**src/rtl/demultiplex_1_8_serial.sv**
```systemverilog
// demultiplex_1_8_serial
// Receive side of an 8:1 serial mux path. A start pulse marks the slot-0 bit.
// The following bits fill slots 1..7 in order and are reassembled into q.
// valid pulses for one cycle on the edge that updates q.
// Optional feature macro: DEMUX_PARITY_EN. It appends a 9th even-parity bit
// after slot 7 and reports the check result on par_err.
module demultiplex_1_8_serial (
  input  logic       clk,
  input  logic       rst,
  input  logic       start,
  input  logic       din,
  output logic [7:0] q,
  output logic [2:0] sel,
  output logic       busy,
  output logic       valid,
  output logic       par_err
);

`ifdef DEMUX_PARITY_EN
  // With parity, slot 7 is parked in the shadow until the parity bit arrives.
  localparam int SH_W = 8;

  typedef enum logic [1:0] {
    IDLE   = 2'd0,
    RECV   = 2'd1,
    PARITY = 2'd2
  } state_t;
`else
  // Without parity, slot 7 goes straight into q, so only slots 0..6 are buffered.
  localparam int SH_W = 7;

  typedef enum logic [1:0] {
    IDLE = 2'd0,
    RECV = 2'd1
  } state_t;
`endif

  state_t            state_q, state_d;
  logic [SH_W-1:0]   shadow_q, shadow_d;
  logic [7:0]        q_q, q_d;
  logic [2:0]        sel_q, sel_d;
  logic              busy_q, busy_d;
  logic              valid_q, valid_d;
  logic              last_slot;

  assign last_slot = (sel_q == 3'd7);

  // State register; reset wins over any start on the same edge.
  always_ff @(posedge clk) begin
    if (rst) begin
      state_q <= IDLE;
    end else begin
      state_q <= state_d;
    end
  end

  // Next-state logic. A start pulse is only honoured from IDLE.
  always_comb begin
    state_d = state_q;
    case (state_q)
      IDLE: begin
        if (start) begin
          state_d = RECV;
        end
      end
      RECV: begin
        if (last_slot) begin
`ifdef DEMUX_PARITY_EN
          state_d = PARITY;
`else
          state_d = IDLE;
`endif
        end
      end
`ifdef DEMUX_PARITY_EN
      PARITY: begin
        state_d = IDLE;
      end
`endif
      default: begin
        state_d = IDLE;
      end
    endcase
  end

  // Datapath next values: slot capture, word assembly and status flags.
  always_comb begin
    shadow_d = shadow_q;
    q_d      = q_q;
    sel_d    = sel_q;
    busy_d   = busy_q;
    valid_d  = 1'b0;
    case (state_q)
      IDLE: begin
        sel_d = 3'd0;
        if (start) begin
          shadow_d    = '0;
          shadow_d[0] = din;
          sel_d       = 3'd1;
          busy_d      = 1'b1;
        end
      end
      RECV: begin
        if (last_slot) begin
          sel_d = 3'd0;
`ifdef DEMUX_PARITY_EN
          shadow_d[7] = din;
`else
          q_d     = {din, shadow_q[6:0]};
          valid_d = 1'b1;
          busy_d  = 1'b0;
`endif
        end else begin
          shadow_d[sel_q] = din;
          sel_d           = sel_q + 3'd1;
        end
      end
`ifdef DEMUX_PARITY_EN
      PARITY: begin
        q_d     = shadow_q;
        valid_d = 1'b1;
        busy_d  = 1'b0;
        sel_d   = 3'd0;
      end
`endif
      default: begin
        sel_d  = 3'd0;
        busy_d = 1'b0;
      end
    endcase
  end

  // Datapath registers; a reset mid-frame drops the partial word without a valid pulse.
  always_ff @(posedge clk) begin
    if (rst) begin
      shadow_q <= '0;
      q_q      <= 8'h00;
      sel_q    <= 3'd0;
      busy_q   <= 1'b0;
      valid_q  <= 1'b0;
    end else begin
      shadow_q <= shadow_d;
      q_q      <= q_d;
      sel_q    <= sel_d;
      busy_q   <= busy_d;
      valid_q  <= valid_d;
    end
  end

`ifdef DEMUX_PARITY_EN
  logic par_err_q, par_err_d;

  // Even parity: the XOR over all eight data bits and the parity bit must be 0.
  always_comb begin
    par_err_d = par_err_q;
    if (state_q == PARITY) begin
      par_err_d = (^shadow_q) ^ din;
    end
  end

  // Parity flag register; it is updated only alongside valid.
  always_ff @(posedge clk) begin
    if (rst) begin
      par_err_q <= 1'b0;
    end else begin
      par_err_q <= par_err_d;
    end
  end

  assign par_err = par_err_q;
`else
  assign par_err = 1'b0;
`endif

  assign q     = q_q;
  assign sel   = sel_q;
  assign busy  = busy_q;
  assign valid = valid_q;

endmodule

```
**config.mk**
```make
export PLATFORM = sky130hd
export DESIGN_NAME = demultiplex_1_8_serial
export DESIGN_NICKNAME = d
export VERILOG_FILES = /design/src/rtl/demultiplex_1_8_serial.sv
export SDC_FILE = /design/constraint.sdc
export NUM_CORES = 1
export LEC_CHECK = 0
export ABC_AREA = 1
export BUFFER_PORTS_ARGS = -buffer_cell sky130_fd_sc_hd__buf_2
export CAP_MARGIN = 25
export CORE_UTILIZATION = 35
export DETAILED_ROUTE_END_ITERATION = 16
export PLACE_DENSITY_LB_ADDON = 0.25
export REMOVE_ABC_BUFFERS = 1
export SKIP_LAST_GASP = 1
export SLEW_MARGIN = 20
export SYNTH_ARGS = -nofsm -noshare
export SYNTH_HDL_FRONTEND = slang
export SYNTH_SLANG_ARGS = --single-unit
```
**constraint.sdc**
```tcl
create_clock -name clk -period 2 [get_ports clk]
set_input_delay 0.2 -clock clk [delete_from_list [all_inputs] [get_ports clk]]
set_output_delay 0.2 -clock clk [all_outputs]
set_load 0.02 [all_outputs]
```
==> impl_metrics.tcl, run 1 <==
set metrics [dict create \
    dp_hpwl_um 1290 \
    cts_tree "yes" \
    p_int_uw 538 \
    drt_iter0_markers 9 \
    cts.clk_slew.worst_paths_ps 110 \
    finalSetupTns_ps 0 \
    gp_congestion 0.749 \
    synth.area.top_cells "dfxtp_1 44%, nand2_1 13%, nor2_1 8.8%" \
    clock-sinks 20 \
    track_usage_pct 14.2 \
    clkPwrFrac_pct 32.6 \
    h-tree-depth 1 \
    cp_max_fo 10 \
    synth.largest_area_cell "dfxtp_1" \
    avgSynthCellArea_um2 7.57 \
    p_seq_share_pct 58.3 \
    num_antenna_cells 0 \
    hp-class "in -> reg" \
    max_freq_mhz 630 \
    grt_pass1_wl_um 2790 \
    regArea_um2 400 \
    post_cts.resized_instances 0 \
    min_path_cells 3 \
    vias 748 \
    fill_cells 258 \
    path_class "reg -> reg" \
    start_util_pct 36.7 \
    irDropWorstVdd_v 0.000555 \
    design_area_mm2 0.00103 \
    drive_gt1_share_pct 23.5 \
    worst_setup_path_start_kind "flip-flop" \
    postSynthCellCount 119 \
    core_mm2 0.00245 \
    outcome "finished clean" \
    synthDistinctLibCells 20 \
    io-pin-count 18 \
    die_x_um 52.7 \
    clockBufferDepth 2 \
    ctsHoldBuffers 0 \
    cp.required_ps 2200 \
    powerDensity_mw_per_mm2 688 \
    critPathArrivalTime_ps 1790 \
    drc_errors 0 \
    ys_seq_elements 20 \
    synth_warnings 0 \
    mostFrequentLayoutCells "32 x nand2_1, 21 x nor2_1, 20 x dfxtp_1, 16 x buf_2, 11 x inv_1" \
    area_growth_pct 14.9 \
    ys_seq_area_share_pct 44.4 \
    fp.dieArea_mm2 0.00278 \
    antenna_found_initial 0 \
    mostFrequentLayoutCell "nand2_1" \
    avgRoutedWirePerCell_um 10.1 \
    numCtsBuffers 3 \
    post_cts_buffers 0 \
    p_comb_share_pct 9.1 \
    crit_slowest_cell "dfxtp_1" \
    rsz0062_at_grt "false" \
    final.period_utilization_pct 79.4 \
    die_y_um 52.7 \
    multi_input_area_um2 427 \
    post_dp_cell_area_um2 998 \
    overflow 0 \
    power.leakage_nw 0.508 \
    power.switching_uw 174 \
    setup_viol 0 \
    firstDrtPassIters 4 \
    maxCapViolCount 0 \
    wl_um 1670 \
    root_buffer "clkbuf_4" \
    antenna_left 0 \
    netlist.area_leader.share_pct 44.4 \
    grt_max_degree 15 \
    hold_viol 0 \
    core.rowCount 18 \
    slew_viol_final 0 \
    nets 144 \
    netlist_area_um2 901 \
    port_buffers 16 \
    clock_skew_ps 5.72 \
    slowest_delay_ps 370 \
    switching_share_pct 24.4 \
    post-route-min-period_ps 1590 \
    grt_pass1_vias 668 \
    end_kind "flip-flop" \
    crit_chain "ha_1 > ha_1 > nand2_2 > clkinv_4 > nor2_8 > nand2_1 > nand2_1 > a21oi_2" \
    clk_latency_ps 300 \
    reg2regPathDepth 8 \
    vias_per_cell 4.51 \
]
layer usage:
metal  up-vias  part of all wire [%]  track usage [%]
li1        401                     -                -
met1       324                    46             15.7
met2        19                    48             23.0
met3         4                   4.2             4.06
met4         0                   2.1             10.5
met5         -                     0                0
power by group through the flow:
stage	combinational [mW]	clock [mW]	sequential (mW)
floorplan	0.0417	0	0.427
CTS	0.0652	0.241	0.415
global route	0.0730	0.253	0.417
global placement	0.0657	0	0.424
detailed placement	0.0648	0	0.424
finish	0.0645	0.232	0.415
worst paths after layout:
kind	from	end	slack (ps)
min	din	q[7]$_SDFFE_PP0P_	200
min reg2reg	shadow_q[2]$_SDFFE_PP0P_	shadow_q[2]$_SDFFE_PP0P_	480
max reg2reg	sel[0]$_SDFF_PP0_	shadow_q[6]$_SDFFE_PP0P_	410
max	sel[0]$_SDFF_PP0_	shadow_q[6]$_SDFFE_PP0P_	410
synthesized netlist by cell type:
master    instances
nand2_2           1
inv_2             1
nand2_1          32
o21a_1            1
nor3_4            1
dfxtp_1          20
o21ai_0           7
a211oi_1          1
a21oi_2           6
inv_1            11
conb_1            1
nor2_1           21
nor2_8            1
ha_1              3
nor2_2            1
clkinv_4          1
buf_4             2
buf_2             1
a21oi_1           1
nand3_1           6
state kept, by name, indices dropped and copies added, names as in the netlist:
name and flops:
shadow_q 7, busy 1, q 8, valid 1, sel 3
worst max-delay path, delay by kind of cell (launching register included):
| kind | cells | cell delay (ps) |
|---|---|---|
| fa+ha+maj | 2 | 460 |
| buf+inv | 1 | 130 |
| compound gates | 1 | 50 |
| simple gates | 4 | 460 |
| flops | 1 | 370 |
cells by family after synthesis:
| kind of cell | count (synthesis) | synth area share [%] |
|---|---|---|
| other | 1 | 0.416 |
| AO/OA/AOI/OAI | 16 | 11.9 |
| adder cells (fa/ha/maj) | 3 | 4.17 |
| flip-flops | 20 | 44.4 |
| buffers and inverters | 16 | 8.19 |
| AND/OR/NAND/NOR | 63 | 30.8 |
cell type report:
type	count	area share, %
clock buffers	4	3.51
inverters	13	5.20
multi-input cells	83	41.2
flip-flops and latches	20	38.7
well taps	30	3.63
repair buffers	16	7.74
metrics by stage:
stage	instances	util (%)	setup slack, ps	total power [mW]	hold WS, ps
final	166	42.2	412	0.711	199
after floorplan	116	-	445	0.468	262
after global routing	166	42.2	284	0.743	200
after CTS	166	42.2	392	0.721	194
after global placement	162	40.7	451	0.490	458
after detailed placement	162	40.7	401	0.489	464
Power figures use the tool's default switching activity.
==> run 2: changes to the inputs <==
clock period = 1.7 ns   (was 2 ns; I/O delays follow)
==> run 2 against run 1 <==
Against the previous run: maximum frequency is 1.7% higher; clock-buffer cell count is 1 lower; clock power is 68% higher; largest cell class unchanged; global-route usage is 0.64 points higher; total power is 35% higher; combinational power is 27% higher; core utilization is 1.2 points higher; sequential share of layout area is 1.0 points lower; die area stayed put.
==> impl_metrics.tcl, run 2 (synthesis results as in run 1) <==
set metrics [dict create \
    clock_skew_ps 7.97 \
    r2r_start "sel[0]$_SDFF_PP0_" \
    die_y_um 52.7 \
    track_usage_pct 14.9 \
    num_antenna_cells 0 \
    setup_viol 0 \
    numCtsBuffers 3 \
    path_class "reg -> reg" \
    antenna_found_initial 0 \
    post_dp_cell_area_mm2 0.00101 \
    rr_endpoint "shadow_q[1]$_SDFFE_PP0P_" \
    post-route-min-period_ps 1560 \
    largest_reg_flops 8 \
    hp-class "in -> reg" \
    clock-sinks 20 \
    fp.dieArea_mm2 0.00278 \
    stdcell_count 167 \
    ctsHoldBuffers 0 \
    vias 768 \
    dp_cells 163 \
    overflow 0 \
    start_util_pct 36.7 \
    fill_cells 262 \
    clockBufferDepth 2 \
    dp_hpwl_um 1280 \
    cts.clk_slew.worst_paths_ps 110 \
    grt_pass1_vias 711 \
    r2r_slack_ps 140 \
    area_growth_pct 18.1 \
    final.period_utilization_pct 91.9 \
    drt_iter0_markers 9 \
    avgRoutedWirePerCell_um 10.2 \
    core_mm2 0.00245 \
    drc_errors 0 \
    vias_per_cell 4.60 \
    design_area_mm2 0.00106 \
    hold_viol 0 \
    crit_chain "ha_1 > ha_1 > nand2_4 > clkinv_4 > nor2_8 > nand2_1 > nand2_1 > a21oi_2" \
    port_buffers 16 \
    cts_tree "yes" \
    slowest_delay_ps 380 \
    slew_viol_final 0 \
    reg2regPathDepth 8 \
    firstDrtPassIters 4 \
    min_path_cells 3 \
    mostFrequentLayoutCells "32 x nand2_1, 21 x nor2_1, 20 x dfxtp_1, 16 x buf_2, 11 x inv_1" \
    holdPathEnd "q[7]$_SDFFE_PP0P_" \
    grt_pass1_wl_um 3020 \
    irDropWorstVdd_v 0.000472 \
    cp.required_ps 1890 \
    gp_congestion 0.773 \
    powerDensity_mw_per_mm2 902 \
    wl_um 1710 \
    crit_slowest_cell "dfxtp_1" \
    h-tree-depth 1 \
    nets 145 \
    core.rowCount 18 \
    root_buffer "clkbuf_4" \
    clk_latency_ps 310 \
    critPathArrivalTime_ps 1760 \
    post_cts_buffers 0 \
    power.leakage_nw 0.531 \
    cp_max_fo 10 \
    max_freq_mhz 640 \
    io-pin-count 18 \
    maxCapViolCount 0 \
    drive_gt1_share_pct 24.1 \
    outcome "finished clean" \
    die_x_um 52.7 \
    hold_start "din" \
    antenna_left 0 \
    rsz0062_at_grt "false" \
    post_cts.resized_instances 0 \
    mostFrequentLayoutCell "nand2_1" \
    end_kind "flip-flop" \
    finalSetupTns_ps 0 \
    worst_setup_path_start_kind "flip-flop" \
    grt_max_degree 13 \
]
-- run 2: metrics by stage --
step	util (%)	hold slack (ps)	setup WS (ps)	power, mW
6_report	43.3	168	138	0.959
5_1_grt	43.3	182	12.5	0.999
4_1_cts	43.1	162	82.9	0.970
3_5_place_dp	41.0	461	113	0.578
3_3_place_gp	41.0	454	148	0.579
2_1_floorplan	-	232	145	0.551
-- run 2: how the worst max path moves through the flow --
stage	start	cells after the start	end	slack, ps
2_1_floorplan	sel[1]$_SDFF_PP0_	7	shadow_q[0]$_SDFFE_PP0P_	140
3_3_place_gp	sel[0]$_SDFF_PP0_	8	shadow_q[2]$_SDFFE_PP0P_	150
3_5_place_dp	sel[0]$_SDFF_PP0_	8	shadow_q[1]$_SDFFE_PP0P_	110
4_1_cts	sel[1]$_SDFF_PP0_	8	shadow_q[1]$_SDFFE_PP0P_	80
5_1_grt	sel[1]$_SDFF_PP0_	8	shadow_q[1]$_SDFFE_PP0P_	10
6_report	sel[0]$_SDFF_PP0_	8	shadow_q[1]$_SDFFE_PP0P_	140
-- run 2: power by group --
part	total, mW	internal (mW)	switching (mW)
logic	0.0820	0.0283	0.0537
registers	0.487	0.476	0.0108
clock network	0.390	0.238	0.152
-- run 2: layout make-up --
| cell class | instances | area (µm²) | area share (%) |
|---|---|---|---|
| Clock inverter | 1 | 30.0 | 2.82 |
| Timing Repair Buffer | 17 | 87.6 | 8.24 |
| Tap cell | 30 | 37.5 | 3.53 |
| Sequential cell | 20 | 400 | 37.6 |
| Multi-Input combinational cell | 83 | 432 | 40.6 |
| Clock buffer | 3 | 22.5 | 2.12 |
| Inverter | 13 | 53.8 | 5.06 |
-- run 2: critical path, delay by kind of cell, from the launching register on --
kind	cells	cell delay (ps)
AO/OA/AOI/OAI	1	50
adder cells (fa/ha/maj)	2	490
buffers and inverters	1	110
flip-flops	1	380
AND/OR/NAND/NOR	4	420
-- run 2: metal layers --
layer	up-vias	track usage, %	part of all wire [%]
li1	404	-	-
met1	345	18.7	48
met2	15	22.6	46
met3	4	2.61	4.1
met4	0	10.5	1.8
met5	-	0	0
==> run 3: changes to the inputs <==
ABC_AREA = default   (was 1)
==> run 3 against run 2 <==
Against the previous run: routed wire length decreased by 3.5%; hold slack got worse by 31 ps; maximum frequency rose by 5.1%; via count is 2.6% lower; sequential power about the same; design area decreased by 4.7%; combinational power is 1% lower; critical path depth fell by 3; critical path type unchanged; critical endpoint unchanged; largest power group unchanged.
==> impl_metrics.tcl, run 3 <==
set metrics [dict create \
    outcome "finished clean" \
    synth_xor_area_share_pct 0 \
    avgSynthCellArea_um2 8.84 \
    fp.dieArea_mm2 0.00265 \
    vias 748 \
    synth_compound_area_share_pct 18.2 \
    synth_warnings 0 \
    rsz0062_at_grt "false" \
    antenna_left 0 \
    postSynthCellCount 97 \
    drc_errors 0 \
    vias_per_cell 5.19 \
    cp_max_fo 5 \
    dp_hpwl_um 1220 \
    cts.clk_slew.worst_paths_ps 110 \
    powerDensity_mw_per_mm2 836 \
    die_x_um 51.5 \
    async_reset_ff_share_pct 0 \
    critPathArrivalTime_ps 1710 \
    drt_iter0_markers 24 \
    drive_gt1_share_pct 27.6 \
    netlist_area_um2 857 \
    core.rowCount 17 \
    synth.area.top_cells "dfxtp_1 47%, nand3_1 5.8%, a21oi_1 5.3%" \
    mostFrequentLayoutCells "20 x dfxtp_1, 16 x buf_2, 12 x nand2_1, 10 x nand3_1, 9 x a21oi_1" \
    reg2regPathDepth 5 \
    nets 124 \
    port_buffers 16 \
    post_cts.resized_instances 0 \
    h-tree-depth 1 \
    io-pin-count 18 \
    ys_seq_area_share_pct 46.7 \
    area_growth_pct 18.2 \
    core_mm2 0.00225 \
    min_path_cells 3 \
    hp-class "in -> reg" \
    avgRoutedWirePerCell_um 11.4 \
    worst_hold_slack_ps 137 \
    post-route-min-period_ps 1490 \
    gp_congestion 0.738 \
    ys_seq_elements 20 \
    mostFrequentLayoutCell "dfxtp_1" \
    final.period_utilization_pct 87.4 \
    antenna_found_initial 0 \
    clk_latency_ps 310 \
    path_class "reg -> reg" \
    track_usage_pct 14.1 \
    rr_endpoint "shadow_q[1]$_SDFFE_PP0P_" \
    yosysMostFrequentCell "dfxtp_1" \
    holdPathEnd "q[7]$_SDFFE_PP0P_" \
    synth_mux_area_share_pct 0 \
    num_antenna_cells 0 \
    setup_viol 0 \
    fill_cells 232 \
    hold_viol 0 \
    slew_viol_final 0 \
    power.leakage_nw 0.419 \
    cts_tree "yes" \
    ctsHoldBuffers 0 \
    stdcell_count 144 \
    clock-sinks 20 \
    worst_setup_path_start_kind "flip-flop" \
    synth.largest_area_cell "dfxtp_1" \
    netlist.area_leader.share_pct 46.7 \
    firstDrtPassIters 4 \
    clockBufferDepth 2 \
    irDropWorstVdd_v 0.000556 \
    synth_simple_gate_area_share_pct 26.0 \
    clock_skew_ps 4.56 \
    numCtsBuffers 3 \
    root_buffer "clkbuf_4" \
    synth_top_family_by_area "simple AND/OR/NAND/NOR gates" \
    grt_max_degree 15 \
    maxCapViolCount 0 \
    max_freq_mhz 673 \
    cp.required_ps 1920 \
    yosys-top-cells-count "20 x dfxtp_1, 12 x nand2_1, 10 x nand3_1" \
    r2r_slack_ps 210 \
    end_kind "flip-flop" \
    fin_util_pct 45.0 \
    hold_start "din" \
    dp_slack_ps 218 \
    synth_edf_count 0 \
    synthDistinctLibCells 32 \
    wl_um 1650 \
    start_util_pct 38.0 \
    largest_reg_flops 8 \
    grt_pass1_vias 597 \
    overflow 0 \
    grt_pass1_wl_um 2640 \
    finalSetupTns_ps 0 \
    die_y_um 51.5 \
    synth_adder_area_share_pct 4.38 \
    fin_ws_ps 214 \
    r2r_start "sel[0]$_SDFF_PP0_" \
    post_cts_buffers 0 \
    dp_cells 140 \
    ys.flop_type "dfxtp_1" \
]
run 3: changes by cell type after synthesis, sizes merged, moves of 3 or more:
cell,previous run,this run
nand2b,0,3
nand3,6,10
inv,12,1
and2,0,3
nor2,23,6
o21ai,7,4
nand2,33,13
nor2b,0,4
run 3: critical path, cell delays in order, from the launching register on:
cell,delay (ps)
dfxtp_1,330
ha_1,210
ha_1,220
nand2b_4,170
or2_4,270
o31ai_1,210
run 3: cell families after synthesis:
kind of cell,after synthesis
and+or+nand+nor,42
AOI/OAI and AO/OA,24
DFF,20
other,1
buffers and inverters,7
adders and majority gates,3
run 3: routing by layer:
layer	vias up	GRT usage, %	routed length (µm)
met1	355	17.5	758
met5	-	0	0
li1	375	-	-
met2	15	21.9	789
met3	3	3.57	73
met4	0	8.11	25
run 3: worst max-delay path by stage:
stage | cells after the start | end | from | slack [ps]
3_3_place_gp | 5 | shadow_q[1]$_SDFFE_PP0P_ | sel[0]$_SDFF_PP0_ | 260
4_1_cts | 5 | shadow_q[1]$_SDFFE_PP0P_ | sel[0]$_SDFF_PP0_ | 190
5_1_grt | 7 | shadow_q[0]$_SDFFE_PP0P_ | sel[0]$_SDFF_PP0_ | 130
2_1_floorplan | 6 | shadow_q[4]$_SDFFE_PP0P_ | sel[1]$_SDFF_PP0_ | -130
6_report | 5 | shadow_q[1]$_SDFFE_PP0P_ | sel[0]$_SDFF_PP0_ | 210
3_5_place_dp | 5 | shadow_q[1]$_SDFFE_PP0P_ | sel[0]$_SDFF_PP0_ | 220
run 3: metrics by stage:
stage          total power [mW]  instance area [µm²]
6_report                  0.847                 1010
5_1_grt                   0.885                 1010
2_1_floorplan             0.548                  825
3_5_place_dp              0.579                  977
4_1_cts                   0.853                 1010
3_3_place_gp              0.578                  977
run 3: layout make-up:
class	count	area [µm²]	share of cell area (%)
multi-input combinational	70	420	41.5
sequential	20	400	39.5
tap	28	35.0	3.46
inverter	1	3.75	0.370
timing repair buffer	21	118	11.6
clock buffer	4	36.3	3.58
run 3: power breakdown:
group	total, mW	switching (mW)	internal (mW)
sequential	0.487	0.00954	0.478
clock	0.279	0.148	0.131
combinational	0.0809	0.0483	0.0326
